## config.mk

```make
export PLATFORM = sky130hd
export DESIGN_NAME = fixed_serializer
export DESIGN_NICKNAME = d
export VERILOG_FILES = /design/src/rtl/fixed_serializer_pkg.sv /design/src/rtl/fixed_vector_skid.sv /design/src/rtl/fixed_serializer.sv
export SDC_FILE = /design/constraint.sdc
export NUM_CORES = 1
export LEC_CHECK = 0
export BUFFER_PORTS_ARGS = -buffer_cell sky130_fd_sc_hd__buf_4
export CORE_ASPECT_RATIO = 1.1
export CORE_MARGIN = 5
export CORE_UTILIZATION = 58
export CTS_CLUSTER_DIAMETER = 40
export DETAILED_ROUTE_END_ITERATION = 16
export GPL_TIMING_DRIVEN = 0
export PLACE_DENSITY = 0.86
export SLEW_MARGIN = 25
export SYNTH_ARGS = -nofsm -noshare
export SYNTH_HDL_FRONTEND = slang
export SYNTH_SLANG_ARGS = --single-unit
```

## constraint.sdc

```tcl
create_clock -name clk -period 5.4 [get_ports clk]
set_clock_uncertainty 0.15 [all_clocks]
set_input_delay 0 -clock clk [delete_from_list [all_inputs] [get_ports clk]]
set_output_delay 0 -clock clk [all_outputs]
set_load 0.02 [all_outputs]
```

## src/rtl/fixed_serializer_pkg.sv

```systemverilog
// Shared types and helpers for the fixed-point vector serializer.
package fixed_serializer_pkg;

  typedef enum logic {
    IDLE = 1'b0,
    EMIT = 1'b1
  } state_e;

  // Upper bounds for the element-select helper; vectors and elements must fit.
  localparam int MAX_VEC_W  = 1024;
  localparam int MAX_ELEM_W = 64;

  // Element idx of a packed vector whose elements are elem_w bits wide.
  function automatic logic [MAX_ELEM_W-1:0] vec_elem(
    input logic [MAX_VEC_W-1:0] vec,
    input int                   idx,
    input int                   elem_w
  );
    return MAX_ELEM_W'(vec >> (idx * elem_w));
  endfunction

endpackage

```

## src/rtl/fixed_vector_skid.sv

```systemverilog
// One-entry valid/ready register slice with bypass; s_ready comes straight from a flop.
module fixed_vector_skid #(
  parameter int WIDTH = 128
) (
  input  logic             clk,
  input  logic             rst,
  input  logic [WIDTH-1:0] s_data,
  input  logic             s_valid,
  output logic             s_ready,
  output logic [WIDTH-1:0] m_data,
  output logic             m_valid,
  input  logic             m_ready
);

  logic             full_q, full_d;
  logic             ready_q, ready_d;
  logic [WIDTH-1:0] hold_q, hold_d;
  logic             s_fire;

  assign s_fire  = s_valid && ready_q;
  assign s_ready = ready_q;
  // Empty slice passes the incoming vector straight through, keeping load latency at one edge.
  assign m_valid = full_q || s_fire;
  assign m_data  = full_q ? hold_q : s_data;

  always_comb begin
    full_d = full_q;
    hold_d = hold_q;
    if (full_q) begin
      if (m_ready) full_d = 1'b0;
    end else if (s_fire && !m_ready) begin
      full_d = 1'b1;
      hold_d = s_data;
    end
    ready_d = !full_d;
  end

  always_ff @(posedge clk or posedge rst) begin
    if (rst) begin
      full_q  <= 1'b0;
      ready_q <= 1'b0;
      hold_q  <= '0;
    end else begin
      full_q  <= full_d;
      ready_q <= ready_d;
      hold_q  <= hold_d;
    end
  end

endmodule

```

## src/rtl/fixed_serializer.sv

```systemverilog
// Vector-to-scalar serializer: one packed vector in, OUT_DEPTH elements out, element 0 first.
// Optional input skid slice enabled by defining FIXED_SERIALIZER_SKID_EN.
module fixed_serializer
  import fixed_serializer_pkg::*;
#(
  parameter int OUT_DEPTH     = 4,
  parameter int DATA_WIDTH    = 32,
  parameter int COUNTER_WIDTH = $clog2(OUT_DEPTH) + 1
) (
  input  logic                            clk,
  input  logic                            rst,
  input  logic [OUT_DEPTH*DATA_WIDTH-1:0] data_in,
  input  logic                            data_in_valid,
  output logic                            data_in_ready,
  output logic [DATA_WIDTH-1:0]           data_out,
  output logic                            data_out_valid,
  input  logic                            data_out_ready,
  output logic                            data_out_last,
  output logic [COUNTER_WIDTH-1:0]        counter
);

  localparam int VEC_W = OUT_DEPTH * DATA_WIDTH;
  localparam logic [COUNTER_WIDTH-1:0] LAST_IDX = COUNTER_WIDTH'(OUT_DEPTH - 1);

  logic [VEC_W-1:0] vec_data;
  logic             vec_valid;
  logic             vec_ready;

`ifdef FIXED_SERIALIZER_SKID_EN
  fixed_vector_skid #(
    .WIDTH(VEC_W)
  ) u_skid (
    .clk    (clk),
    .rst    (rst),
    .s_data (data_in),
    .s_valid(data_in_valid),
    .s_ready(data_in_ready),
    .m_data (vec_data),
    .m_valid(vec_valid),
    .m_ready(vec_ready)
  );
`else
  assign vec_data      = data_in;
  assign vec_valid     = data_in_valid;
  assign data_in_ready = vec_ready;
`endif

  state_e                   state_q, state_d;
  logic [COUNTER_WIDTH-1:0] counter_q, counter_d;
  logic [VEC_W-1:0]         data_q, data_d;
  logic                     is_last;
  logic                     out_fire;
  logic                     load;

  assign is_last        = (counter_q == LAST_IDX);
  assign data_out_valid = (state_q == EMIT);
  assign data_out_last  = data_out_valid && is_last;
  assign counter        = counter_q;
  assign data_out       = DATA_WIDTH'(vec_elem(MAX_VEC_W'(data_q), int'(counter_q), DATA_WIDTH));

  // Working register frees up on the last-beat handshake, so a new vector can load that same edge.
  assign vec_ready = (state_q == IDLE) || (data_out_last && data_out_ready);
  assign out_fire  = data_out_valid && data_out_ready;
  assign load      = vec_valid && vec_ready;

  always_comb begin
    state_d   = state_q;
    counter_d = counter_q;
    data_d    = data_q;
    if (out_fire) begin
      if (is_last) begin
        counter_d = '0;
        state_d   = IDLE;
      end else begin
        counter_d = counter_q + COUNTER_WIDTH'(1);
      end
    end
    if (load) begin
      data_d    = vec_data;
      counter_d = '0;
      state_d   = EMIT;
    end
  end

  always_ff @(posedge clk or posedge rst) begin
    if (rst) begin
      state_q   <= IDLE;
      counter_q <= '0;
      data_q    <= '0;
    end else begin
      state_q   <= state_d;
      counter_q <= counter_d;
      data_q    <= data_d;
    end
  end

endmodule

```

==> results of run 1 <==
==> routing by layer <==
layer	vias to the layer above	track usage (%)	share of wire (%)
met5	-	0	0
met4	0	13.8	2.8
met3	52	9.29	7.7
met2	275	58.7	52
met1	2461	38.3	37
li1	1979	-	-
==> cells in the mapped netlist <==
master / instances / share of area [%]
nand3_1: 3 / 0.23
buf_4: 5 / 0.57
o21ai_0: 3 / 0.23
nand2b_1: 1 / 0.095
dfrtp_1: 132 / 50
nand2_1: 3 / 0.17
buf_6: 4 / 0.68
nand2b_4: 2 / 0.42
mux2_2: 8 / 1.4
buf_12: 13 / 3.9
mux2_4: 120 / 27
clkbuf_1: 3 / 0.17
nor2b_1: 29 / 2.7
inv_1: 4 / 0.23
ha_1: 1 / 0.19
o21ai_4: 1 / 0.25
a31oi_1: 1 / 0.095
nor2_1: 1 / 0.057
and2b_2: 3 / 0.40
mux4_2: 32 / 11
==> worst max-delay path, cell delays in order, from the launching register on <==
cell,delay (ps)
dfrtp_1,420
buf_4,220
buf_6,220
buf_4,250
mux4_2,330
nor2b_1,170
buf_4,210
==> power by group <==
group | internal [mW] | switching, mW | total, mW
combinational | 1.70 | 1.15 | 2.86
clock | 0.697 | 0.427 | 1.12
sequential | 1.49 | 0.343 | 1.84
==> worst min-delay path by stage <==
stage                               from           to  slack (ps)  cells past startpoint
after floorplan           data_out_ready   counter[2]         -50                      1
after global placement       data_in[68]   data_q[68]          80                      2
after detailed placement             rst  data_q[102]        -110                      2
after CTS                            rst    data_q[9]           6                      3
after global routing                 rst  data_q[102]          40                      3
final                                rst    data_q[6]          -7                      3
==> sequential cells by signal, summed over array words and instances, names as in the netlist <==
register,cells
counter,3
data_out_valid,1
data_q,128
==> cell type report <==
cell class | count | area [um2] | share of cell area, %
inverters | 4 | 22.5 | 0.225
flip-flops and latches | 132 | 3300 | 33.1
clock buffers | 30 | 564 | 5.65
multi-input cells | 208 | 2930 | 29.4
repair buffers | 302 | 2620 | 26.2
plain buffers | 25 | 354 | 3.54
clock inverters | 2 | 10.0 | 0.100
well taps | 147 | 184 | 1.84
==> logic make-up (layout without fill, tap and decap cells) <==
logic type	count (synthesis)	after routing	synth area share, %
AOI/OAI and AO/OA	5	5	0.568
adders and majority gates	1	1	0.189
buffers and inverters	29	363	5.59
DFF	132	132	50.0
muxes	160	160	39.5
and+or+nand+nor	42	42	4.11
==> placed cells by master, fill, tap and decap left out, types with 2 or more instances in the layout <==
master	instances
buf_12	13
o21ai_0	3
dlygate4sd3_1	132
nand2_1	3
clkbuf_16	17
clkbuf_1	7
inv_1	3
mux2_2	8
buf_6	4
clkbuf_8	9
buf_4	174
dfrtp_1	132
mux4_2	32
mux2_4	120
clkinv_2	2
nand3_1	3
and2b_2	3
nor2b_1	29
nand2b_4	2
==> metrics by stage <==
step	setup slack [ps]	cell area [um2]	util, %
floorplan	1720	6610	-
global placement	327	8060	72.9
detailed placement	3510	8090	73.2
CTS	3040	9990	90.3
global route	2930	9990	90.3
finish	3020	9990	90.3
==> impl_metrics.csv, run 1 <==
group,metric,value,unit
run_status,status,"finished with violations",
run_status,violations,"negative hold slack",
drt,finalWirelength,21700,um
clocking,cts_sinks,132,
setup_path,crit_path_start_kind,"flip-flop",
clocking,ctsHoldBuffers,132,
global_routing,grt_usage,33.3,%
global_routing,grt_max_degree,79,
power_and_ir_drop,vdd_drop_max,0.000344,V
sta,rsz0062_at_grt,"no",
power_and_ir_drop,power_density,582,mW/mm2
clocking,insertion_delay,420,ps
sta,hold_ws,-7.36,ps
clocking,cts_tree,"built",
clocking,clockRootBuffer,"clkbuf_16",
global_routing,antenna_found_initial,0,
synthesis,syn_inst,369,
flow_run,drv_cap,0,
clocking,cts_buffer_depth,2,
synthesis,synthesis.nets,502,
setup_path,crit_path_end,"data_out[2]",
power_and_ir_drop,total_power,5.82,mW
placement,routabilityCongestion,0.789,
finish,syn_to_final_growth,51.2,%
finish,diodes,0,
sta,period_minus_slack,2380,ps
global_routing,grt_pass1_vias,5697,
drt,antenna_left,0,
die,core_area,0.0111,mm2
setup_path,r2r-end,"counter[2]",
drt,first_pass_iters,4,
die,die_w,112,um
drt,drt-initial-drc-count,326,
drt,drc,0,
clocking,cts_resized,0,
drt,wl_per_cell,25.6,um
synthesis,yosysSeqAreaShare,50.0,%
synthesis,avgSynthCellArea,17.9,um2
setup_path,r2r_slack,3220,ps
clocking,cts.reportedPaths.clkPinSlew,50,ps
setup_path,critPathKind,"flip-flop to output port",
setup_path,crit_arrival,2230,ps
sta,timing.fmax,420,MHz
sta,maxSlewHeadroom,36.6,%
finish,drive_above_1_share,55.0,%
clocking,htree_num_levels,4,
synthesis,syn_area,0.00661,mm2
sta,tns,0,ps
hold_path,hold_class,"input port to asynchronous set/reset pin",
synthesis,synth.distinct_cells,20,
power_and_ir_drop,leakage,4.63,nW
die,die_h,122,um
sta,finalHoldViolations,5,
finish,fin_cells,850,
setup_path,critical_path_peak_fanout,10,
die,pin_count,170,
global_routing,overflow,0,
synthesis,ys_ff_latch,132,
setup_path,required,5250,ps
finish,fillers,404,
setup_path,worstReg2RegStart,"counter[2]",
sta,worstMarginPinSlew,951,ps
sta,drv_slew,0,
placement,place_hpwl,11100,um
setup_path,end_kind,"output port",
placement,portBuffers,169,
sta,finalSetupViolations,0,
global_routing,grt_pass1_wl,33500,um
finish,fin_nets,823,
drt,dr_total_vias,4767,
setup_path,startpoint,"counter[1]",
sta,fin_crit_sh,44.1,%
drt,post_drt_via_cell_ratio,5.61,
die,row_count,40,
clocking,cts_setup_buffers,0,
placement,dp.cells,686,
die,dieArea,0.0136,mm2
clocking,cts-buffers-inserted,17,
setup_path,reg2regPathDepth,4,
synthesis,yosys_warnings,0,
die,initial_core_util,59.7,%
No activity file was read; power rests on OpenSTA's default activity.
==> run 2, diff against run 1 <==
--- a/config.mk
+++ b/config.mk
@@ -8,11 +8,11 @@
 export BUFFER_PORTS_ARGS = -buffer_cell sky130_fd_sc_hd__buf_4
 export CORE_ASPECT_RATIO = 1.1
 export CORE_MARGIN = 5
-export CORE_UTILIZATION = 58
+export CORE_UTILIZATION = 48
 export CTS_CLUSTER_DIAMETER = 40
 export DETAILED_ROUTE_END_ITERATION = 16
 export GPL_TIMING_DRIVEN = 0
-export PLACE_DENSITY = 0.86
+export PLACE_DENSITY = 0.76
 export SLEW_MARGIN = 25
 export SYNTH_ARGS = -nofsm -noshare
 export SYNTH_HDL_FRONTEND = slang
==> constraint.sdc (replaced) <==
create_clock -name clk -period 2.1 [get_ports clk]
set_clock_uncertainty 0.15 [all_clocks]
set_input_delay 0 -clock clk [delete_from_list [all_inputs] [get_ports clk]]
set_output_delay 0 -clock clk [all_outputs]
set_load 0.02 [all_outputs]
==> run 2 against run 1 <==
Against the previous run: the flow now finishes without violations; final cell count increased by 6.4%; largest cell class unchanged; sequential share of layout area decreased by 1.4 points; cell area increased by 4.3%; global-route usage decreased by 8.9 points; highest routed layer unchanged; clock power increased to 2.6 times the previous value; flip-flop and latch count unchanged; hold slack improved by 220 ps; count of clock-buffer cells in the layout decreased by 8; critical endpoint is now data_out[0]; combinational power increased to 2.8 times the previous value; first-iteration DRC count decreased by 39%; critical path depth unchanged.
==> impl_metrics.csv, run 2 (synthesis gave the netlist of run 1 again) <==
group,metric,value,unit
hold_path,hold_class,"input port to flip-flop",
setup_path,end_kind,"output port",
power_and_ir_drop,power_density,1490,mW/mm2
power_and_ir_drop,leakage,4.81,nW
global_routing,overflow,0,
clocking,htree_num_levels,4,
drt,drt-initial-drc-count,198,
sta,period_minus_slack,2090,ps
setup_path,crit_path_top_delay_cell,"dfrtp_1",
setup_path,critical_path_peak_fanout,10,
run_status,status,"complete, no violations",
sta,rsz0062_at_grt,"yes",
drt,first_pass_iters,4,
die,row_count,45,
clocking,clockRootBuffer,"clkbuf_16",
placement,dp.cells,730,
sta,fin_ws,9.61,ps
flow_run,drv_cap,0,
finish,fillers,771,
finish,seqCellArea,0.00330,mm2
power_and_ir_drop,total_power,15.5,mW
power_and_ir_drop,vdd_drop_max,0.00106,V
placement,routabilityCongestion,0.800,
die,pin_count,170,
setup_path,crit_buf_inv,4,
placement,place_hpwl,11500,um
die,initial_core_util,48.3,%
setup_path,crit_arrival,1940,ps
global_routing,grt_usage,24.4,%
global_routing,grt_pass1_wl,29600,um
setup_path,crit_path_cell_trace,"buf_6, buf_12, buf_12, mux4_2, nor2b_1, buf_4",
setup_path,required,1950,ps
drt,finalWirelength,19700,um
finish,fin_nets,837,
sta,drv_slew,0,
finish,diodes,0,
finish,multi_input_area,0.00301,mm2
clocking,insertion_delay,410,ps
die,die_h,133,um
finish,largest_register,"data_q",
die,die_w,122,um
sta,finalSetupViolations,0,
die,dieArea,0.0162,mm2
drt,wl_per_cell,21.8,um
sta,fin_crit_sh,99.5,%
drt,post_drt_via_cell_ratio,5.03,
global_routing,antenna_found_initial,0,
finish,largest_reg_flops,128,
setup_path,crit_path_start_kind,"flip-flop",
global_routing,grt_max_degree,33,
setup_path,critPathKind,"flip-flop to output port",
clocking,cts-buffers-inserted,17,
drt,drc,0,
drt,antenna_left,0,
clocking,cts.reportedPaths.clkPinSlew,60,ps
sta,finalHoldViolations,0,
finish,fin_cells,904,
clocking,cts_tree,"built",
sta,timing.fmax,478,MHz
sta,worstMarginPinSlew,592,ps
sta,maxSlewHeadroom,60.5,%
setup_path,critPathMaxStageDelay,390,ps
global_routing,grt_pass1_vias,5405,
setup_path,critPathMostFrequentCell,"buf_12",
clocking,cts_sinks,132,
finish,drive_above_1_share,58.5,%
setup_path,cp_top_family,"buffers and inverters",
finish,syn_to_final_growth,57.7,%
placement,dp_slack,173,ps
die,core_area,0.0137,mm2
finish,final_cell_mix,"160 x buf_4, 132 x dfrtp_1, 132 x dlygate4sd3_1",
clocking,cts_buffer_depth,2,
finish,layout_commonest_cell,"buf_4",
drt,dr_total_vias,4549,
placement,portBuffers,169,
[run 2: changes by cell type in the layout (fill, tap and decap cells not counted), moves of 3 or more]
cell / before / now
buf_12: 13 / 21
buf_4: 174 / 160
buf_6: 4 / 22
clkbuf_1: 7 / 2
clkbuf_2: 0 / 3
clkbuf_8: 9 / 3
clkinvlp_4: 0 / 3
nor2b_1: 29 / 15
nor2b_2: 0 / 5
nor2b_4: 0 / 9
[run 2: path summary, 6_finish.rpt]
kind	slack, ps	endpoint	depth (start not counted)	start
max	10	data_out[0]	6	counter[1]
min in group asynchronous	590	data_q[56]	4	rst
min	210	data_q[46]	3	data_in[46]
max reg2reg	130	data_q[64]	7	counter[0]
max in group asynchronous	490	data_q[112]	6	rst
min reg2reg	360	data_q[80]	1	data_q[80]
[run 2: per-stage QoR]
step / cell area, um2 / utilization, % / hold slack [ps] / setup TNS [ps]
floorplan: 6610 / - / -49.6 / 0
global placement: 8110 / 59.3 / 81.9 / -61770
detailed placement: 8190 / 59.9 / -132 / 0
CTS: 10200 / 74.7 / 186 / 0
global route: 10400 / 76.2 / 198 / -526
finish: 10400 / 76.2 / 213 / 0
[run 2: timing repair]
action | CTS | global route
setup buffers | 9 | 0
resized for setup | 15 | 43
gates cloned | 0 | 2
hold buffers | 132 | 0
endpoints found under the hold margin | 206 | 0
setup endpoints to repair | 30 | 23
[run 2: worst min-delay path, cell delays in order]
cell,delay (ps)
dlygate4sd3_1,520
buf_4,100
mux2_4,120
[run 2: final cells by class]
| class | instances | share of cell area (%) |
|---|---|---|
| plain buffers | 25 | 3.95 |
| clock buffers | 22 | 4.55 |
| flip-flops and latches | 132 | 31.7 |
| clock inverters | 9 | 0.997 |
| inverters | 4 | 0.180 |
| repair buffers | 316 | 27.4 |
| well taps | 188 | 2.26 |
| multi-input cells | 208 | 28.9 |
[run 2: routing by layer]
metal | track usage (%) | vias to the layer above | part of all wire (%)
met5 | 0 | - | 0
met4 | 7.22 | 0 | 1.6
met3 | 6.41 | 24 | 5.4
met2 | 42.4 | 159 | 53
met1 | 29.7 | 2350 | 40
li1 | - | 2016 | -
[run 2: power breakdown]
group	leakage [nW]	total (mW)	internal [mW]	switching, mW
clock	0.282	2.90	1.83	1.07
combinational	2.95	7.99	5.04	2.95
sequential	1.58	4.61	3.83	0.771
total	4.81	15.5	10.7	4.80
